===== src/rtl/mult_div_pkg.sv =====
// Shared constants and FSM state encoding for the signed multiply/divide unit.
package mult_div_pkg;

  // Operand width and number of iteration steps per operation.
  localparam int N     = 32;
  localparam int ITER  = 32;
  localparam int CNT_W = 5;

  // Booth accumulator layout: {HI[N-1:0], LO[N-1:0], q-1}.
  localparam int ACC_W = 2 * N + 1;

  // Sequencer states.
  typedef enum logic [1:0] {
    IDLE = 2'd0,
    MULT = 2'd1,
    DIV  = 2'd2,
    FIN  = 2'd3
  } state_e;

endpackage


===== src/rtl/booth_step.sv =====
// One radix-2 Booth iteration on the {HI, LO, q-1} accumulator.
// The low pair {LO[0], q-1} selects add, subtract or nothing on HI against
// the multiplicand, then the whole accumulator shifts right arithmetically.
// HI is widened by one bit before the add so that a -2^31 multiplicand
// cannot overflow the partial product before the shift.
module booth_step
  import mult_div_pkg::*;
(
  input  logic [ACC_W-1:0] acc_i,
  input  logic [N-1:0]     mcand_i,
  output logic [ACC_W-1:0] acc_o
);

  logic [N:0] hi_ext;
  logic [N:0] m_ext;
  logic [N:0] sum;

  // Add/subtract the multiplicand on HI, then arithmetic-shift the accumulator.
  always_comb begin
    hi_ext = {acc_i[ACC_W-1], acc_i[ACC_W-1 -: N]};
    m_ext  = {mcand_i[N-1], mcand_i};
    case (acc_i[1:0])
      2'b01:   sum = hi_ext + m_ext;
      2'b10:   sum = hi_ext - m_ext;
      default: sum = hi_ext;
    endcase
    // sum keeps the sign bit, old LO drops its bit 0 into the new q-1.
    acc_o = {sum, acc_i[N:1]};
  end

endmodule


===== src/rtl/mult_div.sv =====
// Iterative signed 32-bit multiply (radix-2 Booth) and divide (restoring).
//
// Handshake: a start is a level on MultCtrl or DivCtrl seen at a rising edge
// while the unit is IDLE (multiply wins if both are high); A and B are
// captured on that same edge. Starts seen while busy are dropped, never
// queued. done is a one-cycle pulse marking new HI_out/LO_out; the unit is
// IDLE again in that cycle and accepts a new start. A divide with B==0 does
// not start; it raises DivZero for one cycle and leaves HI_out/LO_out alone.
//
// Both operations share the working HI/LO registers and the step counter.
// HI_out/LO_out are separate registers, so the visible result only changes
// on the FIN->IDLE transition.
module mult_div #(
  parameter int N = 32
) (
  input  logic         clk,
  input  logic         reset,
  input  logic         MultCtrl,
  input  logic         DivCtrl,
  input  logic [N-1:0] A,
  input  logic [N-1:0] B,
  output logic [N-1:0] HI_out,
  output logic [N-1:0] LO_out,
  output logic         busy,
  output logic         done,
  output logic         DivZero,
  output logic [1:0]   dbg_state_o
);

  import mult_div_pkg::*;

  state_e             state_q, state_d;
  logic [CNT_W-1:0]   cnt_q, cnt_d;
  logic [N-1:0]       hi_q, hi_d;        // working HI: Booth high word / partial remainder
  logic [N-1:0]       lo_q, lo_d;        // working LO: multiplier / dividend -> quotient
  logic               qm1_q, qm1_d;      // Booth q-1 bit
  logic [N-1:0]       opb_q, opb_d;      // multiplicand (MULT) or divisor magnitude (DIV)
  logic               op_div_q, op_div_d;
  logic               qneg_q, qneg_d;    // quotient needs negating
  logic               rneg_q, rneg_d;    // remainder takes the dividend's negative sign

  logic [N-1:0]       hi_out_q, lo_out_q;
  logic               done_q, divz_q;

  logic               start_mult;
  logic               start_div;
  logic               div_zero;
  logic               last_step;
  logic [N-1:0]       a_mag, b_mag;
  logic [N:0]         div_shift, div_diff;
  logic               div_ge;
  logic [ACC_W-1:0]   booth_in, booth_out;
  logic [N-1:0]       hi_res, lo_res;

  // Booth step datapath on the shared working registers.
  assign booth_in = {hi_q, lo_q, qm1_q};

  booth_step u_booth_step (
    .acc_i   (booth_in),
    .mcand_i (opb_q),
    .acc_o   (booth_out)
  );

  // Start decode, operand magnitudes, restoring-divide step and sign fix-up.
  always_comb begin
    start_mult = (state_q == IDLE) && MultCtrl;
    start_div  = (state_q == IDLE) && !MultCtrl && DivCtrl && (B != '0);
    div_zero   = (state_q == IDLE) && !MultCtrl && DivCtrl && (B == '0);
    last_step  = (cnt_q == CNT_W'(ITER - 1));

    // -2^31 maps to 0x80000000, which is its correct unsigned magnitude.
    a_mag = A[N-1] ? (~A + 1'b1) : A;
    b_mag = B[N-1] ? (~B + 1'b1) : B;

    // Partial remainder stays below the divisor, so one extra bit is enough
    // and the borrow bit of the trial subtraction is the compare result.
    div_shift = {hi_q, lo_q[N-1]};
    div_diff  = div_shift - {1'b0, opb_q};
    div_ge    = !div_diff[N];

    hi_res = (op_div_q && rneg_q) ? (~hi_q + 1'b1) : hi_q;
    lo_res = (op_div_q && qneg_q) ? (~lo_q + 1'b1) : lo_q;
  end

  // Next-state and working-register update.
  always_comb begin
    state_d  = state_q;
    cnt_d    = cnt_q;
    hi_d     = hi_q;
    lo_d     = lo_q;
    qm1_d    = qm1_q;
    opb_d    = opb_q;
    op_div_d = op_div_q;
    qneg_d   = qneg_q;
    rneg_d   = rneg_q;
    case (state_q)
      IDLE: begin
        if (start_mult) begin
          state_d  = MULT;
          cnt_d    = '0;
          hi_d     = '0;
          lo_d     = B;
          qm1_d    = 1'b0;
          opb_d    = A;
          op_div_d = 1'b0;
          qneg_d   = 1'b0;
          rneg_d   = 1'b0;
        end else if (start_div) begin
          state_d  = DIV;
          cnt_d    = '0;
          hi_d     = '0;
          lo_d     = a_mag;
          qm1_d    = 1'b0;
          opb_d    = b_mag;
          op_div_d = 1'b1;
          qneg_d   = A[N-1] ^ B[N-1];
          rneg_d   = A[N-1];
        end
      end
      MULT: begin
        {hi_d, lo_d, qm1_d} = booth_out;
        cnt_d = cnt_q + 1'b1;
        if (last_step) state_d = FIN;
      end
      DIV: begin
        hi_d  = div_ge ? div_diff[N-1:0] : div_shift[N-1:0];
        lo_d  = {lo_q[N-2:0], div_ge};
        cnt_d = cnt_q + 1'b1;
        if (last_step) state_d = FIN;
      end
      FIN: begin
        state_d = IDLE;
        cnt_d   = '0;
      end
      default: state_d = IDLE;
    endcase
  end

  // FSM and working registers.
  always_ff @(posedge clk or posedge reset) begin
    if (reset) begin
      state_q  <= IDLE;
      cnt_q    <= '0;
      hi_q     <= '0;
      lo_q     <= '0;
      qm1_q    <= 1'b0;
      opb_q    <= '0;
      op_div_q <= 1'b0;
      qneg_q   <= 1'b0;
      rneg_q   <= 1'b0;
    end else begin
      state_q  <= state_d;
      cnt_q    <= cnt_d;
      hi_q     <= hi_d;
      lo_q     <= lo_d;
      qm1_q    <= qm1_d;
      opb_q    <= opb_d;
      op_div_q <= op_div_d;
      qneg_q   <= qneg_d;
      rneg_q   <= rneg_d;
    end
  end

  // Visible result registers and one-cycle status pulses.
  always_ff @(posedge clk or posedge reset) begin
    if (reset) begin
      hi_out_q <= '0;
      lo_out_q <= '0;
      done_q   <= 1'b0;
      divz_q   <= 1'b0;
    end else begin
      if (state_q == FIN) begin
        hi_out_q <= hi_res;
        lo_out_q <= lo_res;
      end
      done_q <= (state_q == FIN);
      divz_q <= div_zero;
    end
  end

  assign HI_out      = hi_out_q;
  assign LO_out      = lo_out_q;
  assign busy        = (state_q != IDLE);
  assign done        = done_q;
  assign DivZero     = divz_q;
  assign dbg_state_o = state_q;

endmodule


===== config.mk =====
export PLATFORM = sky130hd
export DESIGN_NAME = mult_div
export DESIGN_NICKNAME = d
export VERILOG_FILES = /design/src/rtl/mult_div_pkg.sv /design/src/rtl/booth_step.sv /design/src/rtl/mult_div.sv
export SDC_FILE = /design/constraint.sdc
export NUM_CORES = 1
export LEC_CHECK = 0
export CAP_MARGIN = 20
export CORE_MARGIN = 2
export CORE_UTILIZATION = 25
export DETAILED_ROUTE_END_ITERATION = 6
export PLACE_DENSITY_LB_ADDON = 0.08
export REMOVE_ABC_BUFFERS = 1
export SETUP_SLACK_MARGIN = 0.1
export SYNTH_ARGS = -nofsm -noshare
export SYNTH_HDL_FRONTEND = slang
export SYNTH_SLANG_ARGS = --single-unit

===== constraint.sdc =====
create_clock -name clk -period 10.7 [get_ports clk]
set_clock_uncertainty 0.05 [all_clocks]
set_input_delay 1.605 -clock clk [delete_from_list [all_inputs] [get_ports clk]]
set_output_delay 1.605 -clock clk [all_outputs]
set_load 0.05 [all_outputs]

After elaboration in Yosys (flattened, before gate mapping)
Cells that the tools add are included.
{"block": "word_totals", "reg_bits": 173, "output_inout_bits": 69}
{"block": "op_classes", "add_sub_neg": 8, "n_eq_ne": 9, "mux": 30, "n_bitwise": 5, "reduce_logical": 22}
{"operator": "32-bit two-way mux", "n": 11}
{"operator": "32-bit case mux with 3 select lines", "n": 2}
{"operator": "32-bit by 1-bit adder with 32-bit output, second input constant", "n": 4}
{"operator": "32-bit inverter", "n": 4}
{"operator": "33-bit case mux with 2 select lines", "n": 1}
{"operator": "32-bit by 32-bit adder with 33-bit output", "n": 1}
{"operator": "32-bit by 32-bit subtractor with 33-bit output", "n": 1}
{"operator": "33-bit by 32-bit subtractor with 33-bit output", "n": 1}
{"operator": "32-bit logical NOT", "n": 1}
{"operator": "32-bit nonzero test", "n": 1}
{"operator": "5-bit case mux with 3 select lines", "n": 1}
{"operator": "5-bit two-way mux", "n": 2}
{"operator": "1-bit two-way mux", "n": 8}
{"operator": "2-bit AND reduction", "n": 4}
{"operator": "1-bit logical AND", "n": 7}
{"operator": "2-bit equality test, second input constant", "n": 3}
{"operator": "2-bit two-way mux", "n": 3}
{"operator": "2-bit case mux with 3 select lines", "n": 1}
{"operator": "2-bit nonzero test", "n": 3}
{"operator": "5-bit by 1-bit adder with 5-bit output, second input constant", "n": 1}
{"operator": "5-bit equality test, second input constant", "n": 1}
{"operator": "2-bit by 1-bit equality test with 1-bit output, second input constant", "n": 2}
{"operator": "3-bit by 1-bit != test with 1-bit output, second input constant", "n": 1}
{"operator": "3-bit != test, second input constant", "n": 1}
{"operator": "8 further kinds", "n": 9}

Depth between registers and ports, before layout
{"block": "depth", "ltp_word": 7, "ltp_mapped": 20}

By module
From an unflattened synthesis, not the netlist that was laid out.
{"block": "hier_totals", "cells_unflattened": 2036, "area_unflattened_um2": 15584.9}
{"mod": "mult_div", "n_inst": 1, "cells_per_inst": 1562, "area_per_inst_um2": 12548.3, "seq_area_each_um2": 4329.2}
{"mod": "booth_step", "n_inst": 1, "cells_per_inst": 474, "area_per_inst_um2": 3036.7, "seq_area_each_um2": 0.0}

Worst setup path after synthesis
OpenSTA, ideal clock, no wires.
{"block": "synth_path", "path_kind": "input-to-reg", "startpoint": "input port A[9]", "endpoint": "register lo_q[28]", "setup_time_ns": 0.135, "arrival_time_ns": 4.197, "path_slack_ns": 6.319, "path_stages": 10, "path_cell_list": "or4_1 -> or3_1 -> or2_1 -> or4_1 -> clkbuf_1 -> o41ai_1 -> xor2_1 -> nor2_1 -> a211oi_1 -> o31ai_1"}
{"block": "synth_between", "elab_chain_cells": 6}
{"item": "from (decl)", "line": "mult_div.sv:20", "source": "input logic [N-1:0] A,"}
{"item": "32-bit inverter", "line": "mult_div.sv:72", "source": "a_mag = A[N-1] ? (~A + 1'b1) : A;"}
{"item": "32-bit by 1-bit adder with 32-bit output", "line": "mult_div.sv:72"}
{"item": "32-bit two-way mux", "line": "mult_div.sv:72"}
{"item": "32-bit two-way mux", "line": "mult_div.sv:108", "source": "end else if (start_div) begin"}
{"item": "32-bit two-way mux", "line": "mult_div.sv:98", "source": "if (start_mult) begin"}
{"item": "32-bit case mux with 3 select lines", "line": "mult_div.sv:96", "source": "case (state_q)"}
{"item": "to (signal assigned)", "line": "mult_div.sv:155", "source": "lo_q <= lo_d;"}
{"item": "to (decl)", "line": "mult_div.sv:35", "source": "logic [N-1:0] lo_q, lo_d;"}
No other way between the ends. The select of a mux whose other input is x is not followed.
A chain may end at the register's enable or synchronous reset.

Final worst setup path
{"block": "layout_path", "startpoint": "input port B[15]", "endpoint": "register hi_q[25]"}
{"block": "layout_between", "elab_chain_cells": 4}
{"item": "from (decl)", "line": "mult_div.sv:21", "source": "input logic [N-1:0] B,"}
{"item": "32-bit nonzero test", "line": "mult_div.sv:67", "source": "start_div = (state_q == IDLE) && !MultCtrl && DivCtrl && (B != '0);"}
{"item": "1-bit logical AND", "line": "mult_div.sv:67"}
{"item": "3-bit != test (no line)"}
{"item": "2-bit AND reduction (no line)"}
{"item": "to (signal assigned)", "line": "mult_div.sv:154", "source": "hi_q <= hi_d;"}
{"item": "to (decl)", "line": "mult_div.sv:34", "source": "logic [N-1:0] hi_q, hi_d;"}
No other way between the ends.

==> key figures <==
Clocking
  – TritonCTS Buffers: 17
  – Clk buf depth: 2
  – H-tree depth: 4
  – Clock sink count: 173
  – Post-cts hold buffer count: 0
  – Clock Pin Slew Worst Setup and Hold Paths: 70 ps
  – CTS Root Buffer Type: clkbuf_16
  – CTS tree: yes
  – Worst-skew pair later-pin latency: 500 ps
  – Post-CTS Resized: 0
  – Post-CTS Setup Inserts: 0

Critical path
  – CP max-delay cell: or4_1
  – Crit end category: flip-flop
  – Most frequent cell on the critical path: nor2_1
  – Worst EP arrival: 5710 ps
  – Largest fanout on the critical path: 18
  – Crit path kind: in2reg
  – Critical Path Start Type: input port
  – Crit path cell chain: clkdlybuf4s50_1 > or4_1 > nor3_1 > nor3b_1 > a41o_1 > and2_1 > nor2_1 > buf_4 > nand3_1 > buf_8 > nor2_1 > a221oi_1 > o211ai_1
  – Crit path required time: 11020 ps
  – Largest stage delay on the critical path: 550 ps

GRT
  – Largest net degree at the start of global routing: 109
  – GRT Util Overall: 18.06%
  – GR Overflow Total: 0
  – Vias in the first global route: 13690
  – First-pass GRT wire length: 83740 um
  – Initial antenna violation count: 4

Pwr
  – Peak supply drop: 0.0001577 V
  – Pwr per Cell Area: 386.3 mW/mm^2
  – Total design power: 6.716 mW
  – Leak pwr: 6.868 nW

Floorplanning
  – I/O pins: 137
  – Core area: 0.05803 mm^2
  – Initial Utilization: 25.40%
  – Die Y: 246.8 um
  – Die area: 0.06091 mm^2
  – # rows: 88
  – Die Wd: 246.8 um

Timing
  – Hold_ws: 430.5 ps
  – Final setup violating endpoints: 0
  – Post-route setup slack: 5302 ps
  – Relative slew slack: 27.83%
  – Slew Viols, Final: 0
  – Setup tns final: 0 ps
  – Tmin final: 5398 ps
  – Tcrit/Tclk final: 50.44%
  – Unrepaired setup endpoints after global routing: no
  – Final hold violation count: 0
  – Worst slew pin tran: 1083 ps
  – Fmax: 185.3 MHz

Synth
  – Leading area contributor after synthesis: dfrtp_1
  – Ys Warns: 0
  – Largest cells by area after synthesis: dfrtp_1, ha_1, xnor2_1
  – Mapped cell area: 0.01474 mm^2
  – Register area share after synthesis: 29.38%
  – Asr flop ratio synth: 100.0%
  – Average size of a mapped cell: 8.018 um^2
  – #FFs+latches synth: 173
  – Syn Inst Count: 1838
  – EDFF count, synth: 0
  – Synth cell types: 78
  – Share of the synthesized area in the top cell type: 29.38%
  – Post-synth top flop: dfrtp_1

Place
  – Port Buf Inserts: 136
  – Worst slack, placed: 4409 ps
  – Placed cell area: 0.01679 mm^2
  – Hpwl dp: 40510 um
  – RePlAce Congestion: 0.8597
  – DP Cell Count: 2641

Flow run
  – Max Cap Viol: 0

Final layout
  – Final core occ: 29.96%
  – Multi-input combinational cell area: 0.009754 mm^2
  – Fillcell total: 6210
  – Reg area: 0.004329 mm^2
  – Final net count: 2045
  – Post-route insts no fill: 2676
  – Share of cells above drive strength 1: 4.872%
  – Syn-to-layout area delta: 17.97%
  – Post-route cell area: 0.01739 mm^2

Routing
  – Vias/cell: 5.131
  – First drt pass iteration count: 5
  – Vias: 13730
  – Routed WL: 54150 um
  – DRC Markers: 0
  – Routed len/inst: 20.24 um
  – Routed Antenna Nets: 0
  – DRT iter0 DRCs: 987

Run status
  – Status: finished, final reports clean

Worst hold path
  – Hold WC Path Type: reg2reg
-- placed cells by master, fill, tap and decap left out, types with 8 or more instances in the layout --
cell / instances
nor2_1: 182
nand2_1: 176
dfrtp_1: 173
a21oi_1: 166
o21ai_0: 160
clkdlybuf4s50_1: 136
xnor2_1: 107
xor2_1: 99
ha_1: 77
inv_1: 61
o31ai_1: 43
nand3_1: 30
a221oi_1: 27
a211oi_1: 25
a22oi_1: 22
a31oi_1: 21
nor3_1: 20
mux2i_1: 20
buf_4: 19
nor4_1: 17
and2_1: 17
o211ai_1: 17
o41ai_1: 17
mux2_2: 17
clkbuf_16: 17
or4_1: 16
nor2b_1: 15
or3_1: 13
o21a_1: 13
a21o_1: 12
a221o_1: 12
nand2b_1: 12
and3_1: 11
nand4_1: 10
o221ai_1: 9
or2_2: 8
o21bai_1: 8
-- cells in the mapped netlist (all sizes together), types with 8 or more instances --
cell    instances
nor3           20
nor4           17
nor2b          15
and3           11
dfrtp         173
o31ai          43
and2           17
nor2          183
o211ai         17
nand3          30
a221oi         27
o221ai          9
buf            17
a31oi          21
inv            62
clkbuf        100
o21ai         161
ha             78
mux2i          20
o21bai          8
a21o           12
o41ai          18
or4            17
xor2           99
a211oi         25
or2            10
or3            15
a22oi          22
xnor2         107
a221o          12
a21oi         166
nand4          10
nand2         177
nand2b         13
mux2           17
o21a           13
-- metal layers --
layer / track usage, % / routed length (um)
met1: 24.42 / 26080
met2: 29.06 / 24770
met4: 5.847 / 1138
met5: 0 / 19
met3: 3.158 / 2150
-- area by class of cell --
cell class              count  area share (%)
diodes                      2         0.02879
clock buffers              22           2.785
clock inverters             9          0.4894
inverters                  63           1.403
multi-input cells        1485           56.11
flip-flops and latches    173           24.90
well taps                 765           5.506
repair buffers            157           8.780
-- path summary, 6_finish.rpt --
path                          start          to  slack, ps  depth (start not counted)
min in group asynchronous     reset  LO_out[31]       1530                          2
hold / removal             cnt_q[4]    cnt_q[4]        430                          2
setup reg to reg           opb_q[1]    hi_q[31]       5600                         18
hold reg to reg            cnt_q[4]    cnt_q[4]        430                          2
max in group asynchronous     reset   opb_q[16]       7410                          3
setup / recovery              B[15]    hi_q[25]       5300                         13
-- state kept, by name, summed over array words and instances (netlist names) --
name and count:
dbg_state_o 2, qneg_q 1, rneg_q 1, DivZero 1
opb_q 32, lo_q 32, op_div_q 1, LO_out 32
cnt_q 5, done 1, HI_out 32, qm1_q 1
hi_q 32
-- critical path: cells and delay by family --
family,cells,cell delay (ps)
compound gates,3,760
buf+inv,3,970
simple gates,7,2370
-- cells by family (layout without fill, tap and decap cells) --
family | count (synthesis) | count (layout) | synth area share, %
XOR/XNOR | 206 | 206 | 12.24
other | 0 | 2 | 0
adder cells (fa/ha/maj) | 80 | 80 | 6.894
AO/OA/AOI/OAI | 608 | 608 | 26.54
flip-flops | 173 | 173 | 29.38
buffers and inverters | 180 | 251 | 4.712
multiplexers | 37 | 37 | 2.657
AND/OR/NAND/NOR | 554 | 554 | 17.58
-- power by group --
part	switching [mW]	leakage [nW]	internal, mW
combinational	2.88	4.45	1.77
sequential	0.442	2.14	0.969
clock	0.305	0.275	0.343
total	3.63	6.87	3.09
Power figures use the tool's default switching activity.
